$ cat src/rtl/mult_div_unit_if.sv
// Issue/result bundle between the EX stage and the HI/LO multiply-divide engine.
//
// Handshake: start is a request qualified only while busy==0. The engine has
// no ready/accept signal of its own; busy==0 in the cycle start is high means
// the request was taken. start while busy==1 is dropped without effect.
// done is a single-cycle pulse; hi/lo already hold the new result in that
// cycle. div_by_zero is only ever high together with done.
interface mult_div_unit_if #(
    parameter int WIDTH = 32
);
    logic             start;
    logic [1:0]       op;
    logic [WIDTH-1:0] operand_a;
    logic [WIDTH-1:0] operand_b;
    logic             mthi;
    logic             mtlo;
    logic             busy;
    logic             done;
    logic             div_by_zero;
    logic [WIDTH-1:0] hi;
    logic [WIDTH-1:0] lo;

    modport master (
        output start, op, operand_a, operand_b, mthi, mtlo,
        input  busy, done, div_by_zero, hi, lo
    );

    modport slave (
        input  start, op, operand_a, operand_b, mthi, mtlo,
        output busy, done, div_by_zero, hi, lo
    );
endinterface

$ cat src/rtl/mult_div_unit.sv
// Iterative MULT/MULTU/DIV/DIVU engine owning the HI/LO register pair.
// One radix-2 step per cycle on unsigned magnitudes; signs are applied in a
// final FIXUP cycle, after which HI/LO are loaded and done pulses.
module mult_div_unit #(
    parameter int WIDTH = 32
) (
    input  logic                clk,
    input  logic                reset,
    mult_div_unit_if.slave      bus,
    output logic [1:0]          dbg_state_o
);
    localparam int CNT_W = $clog2(WIDTH + 1);

    typedef enum logic [1:0] {
        IDLE  = 2'd0,
        CALC  = 2'd1,
        FIXUP = 2'd2
    } state_t;

    state_t           state_q;
    logic [CNT_W-1:0] cnt_q;
    logic             div_q;       // operation is a divide
    logic             neg_q;       // product / quotient must be negated
    logic             rem_neg_q;   // remainder must be negated (dividend sign)
    logic             dbz_pend_q;  // divide with a zero divisor
    logic [WIDTH-1:0] a_raw_q;     // dividend bits as issued, for divide-by-zero
    logic [WIDTH-1:0] opnd_q;      // addend (|a|) for multiply, divisor (|b|) for divide
    logic [WIDTH-1:0] acc_hi_q;    // product upper half / partial remainder
    logic [WIDTH-1:0] acc_lo_q;    // multiplier then product lower half / dividend then quotient
    logic [WIDTH-1:0] hi_q;
    logic [WIDTH-1:0] lo_q;
    logic             done_q;
    logic             dbz_q;

    logic             a_neg_d;
    logic             b_neg_d;
    logic [WIDTH-1:0] mag_a_d;
    logic [WIDTH-1:0] mag_b_d;
    logic [WIDTH:0]   mul_sum_d;
    logic [WIDTH:0]   div_shift_d;
    logic [WIDTH:0]   div_diff_d;
    logic [WIDTH-1:0] acc_hi_d;
    logic [WIDTH-1:0] acc_lo_d;
    logic [2*WIDTH-1:0] prod_d;
    logic [WIDTH-1:0] fix_hi_d;
    logic [WIDTH-1:0] fix_lo_d;

    // Operand magnitudes for capture, one iteration step, and sign fix-up.
    always_comb begin
        a_neg_d   = ~bus.op[0] & bus.operand_a[WIDTH-1];
        b_neg_d   = ~bus.op[0] & bus.operand_b[WIDTH-1];
        mag_a_d   = a_neg_d ? ({WIDTH{1'b0}} - bus.operand_a) : bus.operand_a;
        mag_b_d   = b_neg_d ? ({WIDTH{1'b0}} - bus.operand_b) : bus.operand_b;

        // Multiply: add |a| into the upper half when the current multiplier
        // bit is set, then shift the whole 2*WIDTH accumulator right by one.
        mul_sum_d = {1'b0, acc_hi_q} + (acc_lo_q[0] ? {1'b0, opnd_q} : {(WIDTH+1){1'b0}});

        // Divide: shift the next dividend bit into the remainder and try to
        // subtract the divisor; a borrow out of the top bit means restore.
        div_shift_d = {acc_hi_q, acc_lo_q[WIDTH-1]};
        div_diff_d  = div_shift_d - {1'b0, opnd_q};

        if (div_q) begin
            if (!div_diff_d[WIDTH]) begin
                acc_hi_d = div_diff_d[WIDTH-1:0];
                acc_lo_d = {acc_lo_q[WIDTH-2:0], 1'b1};
            end else begin
                acc_hi_d = div_shift_d[WIDTH-1:0];
                acc_lo_d = {acc_lo_q[WIDTH-2:0], 1'b0};
            end
        end else begin
            acc_hi_d = mul_sum_d[WIDTH:1];
            acc_lo_d = {mul_sum_d[0], acc_lo_q[WIDTH-1:1]};
        end

        prod_d = {acc_hi_q, acc_lo_q};
        if (neg_q) begin
            prod_d = {(2*WIDTH){1'b0}} - prod_d;
        end

        if (dbz_pend_q) begin
            fix_hi_d = a_raw_q;
            fix_lo_d = {WIDTH{1'b1}};
        end else if (div_q) begin
            fix_hi_d = rem_neg_q ? ({WIDTH{1'b0}} - acc_hi_q) : acc_hi_q;
            fix_lo_d = neg_q ? ({WIDTH{1'b0}} - acc_lo_q) : acc_lo_q;
        end else begin
            fix_hi_d = prod_d[2*WIDTH-1:WIDTH];
            fix_lo_d = prod_d[WIDTH-1:0];
        end
    end

    // Control FSM with registered HI/LO and result pulses.
    always_ff @(posedge clk or posedge reset) begin
        if (reset) begin
            state_q    <= IDLE;
            cnt_q      <= '0;
            div_q      <= 1'b0;
            neg_q      <= 1'b0;
            rem_neg_q  <= 1'b0;
            dbz_pend_q <= 1'b0;
            a_raw_q    <= '0;
            opnd_q     <= '0;
            acc_hi_q   <= '0;
            acc_lo_q   <= '0;
            hi_q       <= '0;
            lo_q       <= '0;
            done_q     <= 1'b0;
            dbz_q      <= 1'b0;
        end else begin
            done_q <= 1'b0;
            dbz_q  <= 1'b0;
            case (state_q)
                IDLE: begin
                    if (bus.start) begin
                        // start has priority; a coincident mthi/mtlo is dropped.
                        div_q      <= bus.op[1];
                        neg_q      <= a_neg_d ^ b_neg_d;
                        rem_neg_q  <= a_neg_d;
                        dbz_pend_q <= bus.op[1] & (bus.operand_b == '0);
                        a_raw_q    <= bus.operand_a;
                        opnd_q     <= bus.op[1] ? mag_b_d : mag_a_d;
                        acc_lo_q   <= bus.op[1] ? mag_a_d : mag_b_d;
                        acc_hi_q   <= '0;
                        cnt_q      <= '0;
                        state_q    <= CALC;
                    end else begin
                        if (bus.mthi) hi_q <= bus.operand_a;
                        if (bus.mtlo) lo_q <= bus.operand_a;
                    end
                end
                CALC: begin
                    acc_hi_q <= acc_hi_d;
                    acc_lo_q <= acc_lo_d;
                    if (cnt_q == CNT_W'(WIDTH - 1)) begin
                        state_q <= FIXUP;
                    end else begin
                        cnt_q <= cnt_q + 1'b1;
                    end
                end
                FIXUP: begin
                    hi_q    <= fix_hi_d;
                    lo_q    <= fix_lo_d;
                    done_q  <= 1'b1;
                    dbz_q   <= dbz_pend_q;
                    state_q <= IDLE;
                end
                default: state_q <= IDLE;
            endcase
        end
    end

    assign bus.busy        = (state_q != IDLE);
    assign bus.done        = done_q;
    assign bus.div_by_zero = dbz_q;
    assign bus.hi          = hi_q;
    assign bus.lo          = lo_q;
    assign dbg_state_o     = state_q;
endmodule
$ cat src/flat_wrapper.sv
// flat-port wrapper written by rule: the top's interface ports become plain ports
module mult_div_unit_flat 
#(
    parameter int WIDTH = 32
)
  (clk, reset, dbg_state_o, bus_start, bus_op, bus_operand_a, bus_operand_b, bus_mthi, bus_mtlo, bus_busy, bus_done, bus_div_by_zero, bus_hi, bus_lo);
  mult_div_unit_if #(.WIDTH(WIDTH)) bus_i ();
  input  logic clk;
  input  logic reset;
  output logic [1:0] dbg_state_o;
  input wire logic [$bits(bus_i.start)-1:0] bus_start;
  input wire logic [$bits(bus_i.op)-1:0] bus_op;
  input wire logic [$bits(bus_i.operand_a)-1:0] bus_operand_a;
  input wire logic [$bits(bus_i.operand_b)-1:0] bus_operand_b;
  input wire logic [$bits(bus_i.mthi)-1:0] bus_mthi;
  input wire logic [$bits(bus_i.mtlo)-1:0] bus_mtlo;
  output wire logic [$bits(bus_i.busy)-1:0] bus_busy;
  output wire logic [$bits(bus_i.done)-1:0] bus_done;
  output wire logic [$bits(bus_i.div_by_zero)-1:0] bus_div_by_zero;
  output wire logic [$bits(bus_i.hi)-1:0] bus_hi;
  output wire logic [$bits(bus_i.lo)-1:0] bus_lo;
  assign bus_i.start = bus_start;
  assign bus_i.op = bus_op;
  assign bus_i.operand_a = bus_operand_a;
  assign bus_i.operand_b = bus_operand_b;
  assign bus_i.mthi = bus_mthi;
  assign bus_i.mtlo = bus_mtlo;
  assign bus_busy = bus_i.busy;
  assign bus_done = bus_i.done;
  assign bus_div_by_zero = bus_i.div_by_zero;
  assign bus_hi = bus_i.hi;
  assign bus_lo = bus_i.lo;
  mult_div_unit #(.WIDTH(WIDTH)) u_core (.clk(clk), .reset(reset), .bus(bus_i), .dbg_state_o(dbg_state_o));
endmodule
$ cat config.mk
export PLATFORM = sky130hd
export DESIGN_NAME = mult_div_unit_flat
export DESIGN_NICKNAME = d
export VERILOG_FILES = /design/src/rtl/mult_div_unit_if.sv /design/src/rtl/mult_div_unit.sv /design/src/flat_wrapper.sv
export SDC_FILE = /design/constraint.sdc
export NUM_CORES = 1
export LEC_CHECK = 0
export BUFFER_PORTS_ARGS = -buffer_cell sky130_fd_sc_hd__buf_2
export CAP_MARGIN = 20
export CORE_MARGIN = 4
export CORE_UTILIZATION = 55
export DETAILED_ROUTE_END_ITERATION = 8
export PLACE_DENSITY = 0.74
export SETUP_SLACK_MARGIN = 0.02
export SLEW_MARGIN = 10
export SYNTH_ARGS = -nofsm -noshare
export SYNTH_HDL_FRONTEND = slang
export SYNTH_SLANG_ARGS = --single-unit
$ cat constraint.sdc
create_clock -name clk -period 8 [get_ports clk]
set_input_delay 1.6 -clock clk [delete_from_list [all_inputs] [get_ports clk]]
set_output_delay 1.6 -clock clk [all_outputs]
set_load 0.01 [all_outputs]
# Word-level counts from Yosys, hierarchy flattened
# Cells that the tools add are included.
# op_classes
n_addsub	8
eq_ne	9
reduce_logical	11
mux	34
bitwise	5
# op_table
op	n
32-bit 2-to-1 mux	20
32-bit case mux with 2 select lines	4
1-bit by 32-bit subtractor with 32-bit output (first input constant)	4
64-bit 2-to-1 mux	1
1-bit by 64-bit subtractor with 64-bit output (first input constant)	1
32-bit by 33-bit adder with 33-bit output	1
33-bit by 32-bit subtractor with 33-bit output	1
32-bit zero test	1
6-bit 2-to-1 mux	2
6-bit case mux with 2 select lines	1
2-bit != test (second input constant)	5
3-bit AND reduction	3
6-bit by 1-bit adder with 6-bit output (second input constant)	1
6-bit by 5-bit == test with 1-bit output (second input constant)	1
2-bit AND reduction	3
2-bit nonzero test	3
2-bit 2-to-1 mux	2
2-bit case mux with 2 select lines	1
1-bit AND	3
1-bit 2-to-1 mux	3
2-bit by 1-bit == test with 1-bit output (second input constant)	1
2-bit == test (second input constant)	1
2-bit zero test	1
2-bit by 1-bit != test with 1-bit output (second input constant)	1
2 further kinds	2
# word_totals
inputBits	71
wordCells	81
register_bits	206

# Logic depth before layout (Yosys ltp)
# logic_depth
depth_word	6
depth_mapped	15

# Least setup slack after synthesis
# No wires, ideal clock.
# synth_timing
path_type	input to register
from	input bus_operand_b[12]
to	register u_core.acc_lo_q[29]
path_stages	9
slack_ps	4123
path_buffers	0
t_arrival_ps	3812
required_ps	7935
setup_time_ps	65
cell_sequence	or4_1 nor4_1 nand4_1 nor3_1 a21oi_1 xor2_1 nor2_1 a211oi_1 o22a_1
# synth_between
elab_chain_cells	5
# synth_lines
element	line_no	rtl
from (decl)	flat_wrapper.sv:14	input wire logic [$bits(bus_i.operand_b)-1:0] bus_operand_b;
1-bit by 32-bit subtractor with 32-bit output	mult_div_unit.sv:53	mag_b_d = b_neg_d ? ({WIDTH{1'b0}} - bus.operand_b) : bus.operand_b;
32-bit 2-to-1 mux	mult_div_unit.sv:53	
32-bit 2-to-1 mux	mult_div_unit.sv:124	acc_lo_q <= bus.op[1] ? mag_a_d : mag_b_d;
32-bit 2-to-1 mux	mult_div_unit.sv:116	if (bus.start) begin
32-bit case mux with 2 select lines	mult_div_unit.sv:114	case (state_q)
to (signal assigned)	mult_div_unit.sv:124	
to (signal assigned)	mult_div_unit.sv:135	acc_lo_q <= acc_lo_d;
to (decl)	mult_div_unit.sv:29	logic [WIDTH-1:0] acc_lo_q;
# No other way between the ends. The select of a mux whose other input is x is not followed.
# A chain may end at the register's enable or synchronous reset.

# Worst setup path in the final report
# layout_timing
from	register u_core.acc_lo_q[31]
to	register u_core.acc_hi_q[0]
# layout_between
elab_chain_cells	4
# layout_lines
element	line_no	rtl
33-bit by 32-bit subtractor with 33-bit output	mult_div_unit.sv:62	div_diff_d = div_shift_d - {1'b0, opnd_q};
32-bit 2-to-1 mux (*)	mult_div_unit.sv:65	if (!div_diff_d[WIDTH]) begin
32-bit 2-to-1 mux (*)	mult_div_unit.sv:64	if (div_q) begin
32-bit case mux with 2 select lines (*)	mult_div_unit.sv:114	
to (signal assigned)	mult_div_unit.sv:134	acc_hi_q <= acc_hi_d;
to (decl)	mult_div_unit.sv:28	logic [WIDTH-1:0] acc_hi_q;
# Mark *: on every way between the ends. The rest lies on a longest branch, timed or not.

==> results.sh <==
export IMPL_final_layout_size_suffix_gt1_share_pct=12.1
export IMPL_final_cell_count_no_fill=2500
export IMPL_grt_max_degree=93
export IMPL_ios=140
export IMPL_synthMuxAreaShare_pct=5.12
export IMPL_power_leakage_nw=8.09
export IMPL_final_common_cell="nand2_1"
export IMPL_cts_tree="yes"
export IMPL_cts_sinks=206
export IMPL_synth_top_family_by_area="compound AO/OA/AOI/OAI gates"
export IMPL_fin_crit_sh_pct=54.1
export IMPL_syn_mean_instance_area_sq_um=8.00
export IMPL_cts_made_buffers=25
export IMPL_min_period_ps=4330
export IMPL_die_area_sq_mm=0.0326
export IMPL_startpoint="u_core.acc_lo_q[31]$_DFFE_PP0P_"
export IMPL_reg2reg_slack_ps=3670
export IMPL_track_usage_pct=33.5
export IMPL_final_cell_mix="nand2_1 (303), dfrtp_1 (205), nor2_1 (192), o21ai_0 (183), a21oi_1 (149)"
export IMPL_synth_compound_area_share_pct=23.8
export IMPL_vias=16300
export IMPL_critPathArrivalTime_ps=4760
export IMPL_worstSetupPathType="register to register"
export IMPL_grt_pass1_vias=15100
export IMPL_die_w_um=181
export IMPL_synth_nets=2189
export IMPL_io_buffers=139
export IMPL_grt_ovfl_total=0
export IMPL_skew_ps=21.8
export IMPL_slowest_stage="buf_4"
export IMPL_hpwl_um=42600
export IMPL_synthArstFlopShare_pct=100
export IMPL_synth_ff_type="dfrtp_1"
export IMPL_initialDrtViolationCount=2117
export IMPL_tightest_slew_ps=1070
export IMPL_regToRegStartpoint="u_core.acc_lo_q[31]$_DFFE_PP0P_"
export IMPL_root_buffer="clkbuf_16"
export IMPL_initial_core_util_pct=56.5
export IMPL_synthSimpleGateAreaFrac_pct=19.7
export IMPL_antenna_diode_count=0
export IMPL_cp_max_fo=28
export IMPL_rsz0062_at_grt="false"
export IMPL_ff2ff_path_depth=13
export IMPL_antenna_found_initial=1
export IMPL_hold_path_class="register to register"
export IMPL_drv_slew=0
export IMPL_place_gp_congestion=0.976
export IMPL_drt_wl_total_um=57200
export IMPL_setup_violations=0
export IMPL_htreeDepth=1
export IMPL_synth_seq_area_share_pct=31.5
export IMPL_clockBufferDepth=3
export IMPL_max_freq_mhz=231
export IMPL_maxCapViolations=0
export IMPL_final_nets=2239
export IMPL_cp_end_kind="register"
export IMPL_grt_pass1_wl_um=87900
export IMPL_endpoint="u_core.acc_hi_q[0]$_DFFE_PP0P_"
export IMPL_ant_nets=0
export IMPL_path_buf_inv=2
export IMPL_setup_tns_ps=0
export IMPL_syn_to_final_growth_pct=9.99
export IMPL_place_inst=2454
export IMPL_cp_required_ps=8430
export IMPL_worstHoldPathCells=2
export IMPL_maxSlewHeadroom_pct=28.6
export IMPL_ys_seq_elements=206
export IMPL_power_density_mw_per_mm2=472
export IMPL_netlist_area_sq_mm=0.0164
export IMPL_drc=0
export IMPL_reg2reg_to="u_core.acc_hi_q[0]$_DFFE_PP0P_"
export IMPL_core_area_sq_mm=0.0290
export IMPL_clk_transition_reported_paths_ps=60
export IMPL_syn_instance_count=2047
export IMPL_synthAdderAreaFrac_pct=5.51
export IMPL_die_h_um=181
export IMPL_drt_vias_per_instance=6.52
export IMPL_ir_drop_uv=261
export IMPL_row_count=62
export IMPL_hold_violations=0
export IMPL_post_cts_setup_buffer_count=0
export IMPL_worst_path_stages=13
export IMPL_worstPathCellList="inv_1 -> ha_1 -> fa_1 -> nor2b_1 -> o2111ai_1 -> a31oi_1 -> o211ai_1 -> a21oi_1 -> a41oi_2 -> xnor2_4 -> buf_4 -> mux2_2 -> o221ai_1"
export IMPL_worst_setup_path_start_kind="register"
export IMPL_ctsResizeCount=0
export IMPL_yosys_warnings=0
export IMPL_cp_top_family="compound AO/OA/AOI/OAI gates"
export IMPL_slowest_delay_ps=510
export IMPL_ctsHoldBuffers=0
export IMPL_synth_cell_types=84
export IMPL_wl_per_cell_um=22.9
export IMPL_clk_latency_ps=540
export IMPL_drtPass1Iterations=8
export IMPL_synth_edff_count=0
export IMPL_status="completed"
export IMPL_synth_xor_area_share_pct=9.29
flip-flops by register name, indices dropped and copies added (netlist names), 2 cells and up:
signal,flops
u_core.a_raw_q,32
u_core.acc_hi_q,32
u_core.acc_lo_q,32
u_core.bus.hi,32
u_core.bus.lo,32
u_core.cnt_q,6
u_core.dbg_state_o,2
u_core.opnd_q,32
logic make-up after synthesis:
logic type / after synthesis
and+or+nand+nor: 702
buffers and inverters: 196
DFF: 206
AOI/OAI and AO/OA: 617
adders and majority gates: 71
muxes: 82
xor gates and xnor gates: 173
cell usage after synthesis, types with 19 or more instances:
cell type | number | area [sq um]
a211oi_1 | 29 | 218
a21o_1 | 38 | 285
a21oi_1 | 149 | 746
a22oi_1 | 23 | 173
a32oi_1 | 31 | 272
clkbuf_1 | 121 | 454
dfrtp_1 | 206 | 5150
ha_1 | 69 | 863
inv_1 | 58 | 218
mux2i_1 | 68 | 681
nand2_1 | 304 | 1140
nand3_1 | 32 | 160
nor2_1 | 195 | 732
nor2b_1 | 19 | 119
nor3_1 | 27 | 135
o21ai_0 | 183 | 916
o22ai_1 | 19 | 119
o31ai_1 | 23 | 173
xnor2_1 | 88 | 771
xor2_1 | 84 | 736
through the flow:
| step | hold slack [ps] | setup slack, ps | cell area [sq um] | util (%) | power (W) |
|---|---|---|---|---|---|
| after floorplan | 445 | 776 | 16400 | - | 0.00577 |
| after global placement | 458 | 3590 | 17100 | 59.1 | 0.00705 |
| after detailed placement | 463 | 3540 | 17200 | 59.2 | 0.00716 |
| after CTS | 479 | 3740 | 18000 | 62.1 | 0.00839 |
| after global routing | 505 | 3470 | 18000 | 62.1 | 0.00906 |
| final | 476 | 3670 | 18000 | 62.1 | 0.00850 |
worst min-delay path, stage by stage, from the launching register on:
cell,delay (ps)
dfrtp_1,340
nand2_1,50
nand2_1,50
area by class of cell:
type	instances	area [sq um]
fillers	2617	11000
inverters	59	229
clock inverters	12	150
well taps	384	480
flip-flops and latches	206	5160
multi-input cells	1645	10400
clock buffers	34	709
repair buffers	160	861
worst min-delay path by stage:
stage | startpoint | end | slack [ps]
2_1_floorplan | u_core.a_raw_q[6]$_DFFE_PP0P_ | u_core.a_raw_q[6]$_DFFE_PP0P_ | 450
3_3_place_gp | u_core.a_raw_q[21]$_DFFE_PP0P_ | u_core.a_raw_q[21]$_DFFE_PP0P_ | 460
3_5_place_dp | u_core.a_raw_q[2]$_DFFE_PP0P_ | u_core.a_raw_q[2]$_DFFE_PP0P_ | 460
4_1_cts | u_core.a_raw_q[21]$_DFFE_PP0P_ | u_core.a_raw_q[21]$_DFFE_PP0P_ | 480
5_1_grt | u_core.opnd_q[16]$_DFFE_PP0P_ | u_core.opnd_q[16]$_DFFE_PP0P_ | 510
6_report | u_core.a_raw_q[21]$_DFFE_PP0P_ | u_core.a_raw_q[21]$_DFFE_PP0P_ | 480
per-layer routing:
metal / wire, um / part of all wire, % / up-vias / GRT usage [%]
met1: 24000 / 42 / 7789 / 48.6
met3: 6400 / 11 / 129 / 6.46
met5: 0 / 0 / - / 0
met4: 2430 / 4.2 / 0 / 11.4
li1: - / - / 7435 / -
met2: 24400 / 43 / 955 / 50.2
report_power, final:
group	leakage (nW)	internal (W)	switching, W
Clock	0.416	0.000720	0.000482
Combinational	5.16	0.00210	0.00297
Sequential	2.51	0.00156	0.000673
Total	8.09	0.00438	0.00412
(Power assumes the default switching activity.)
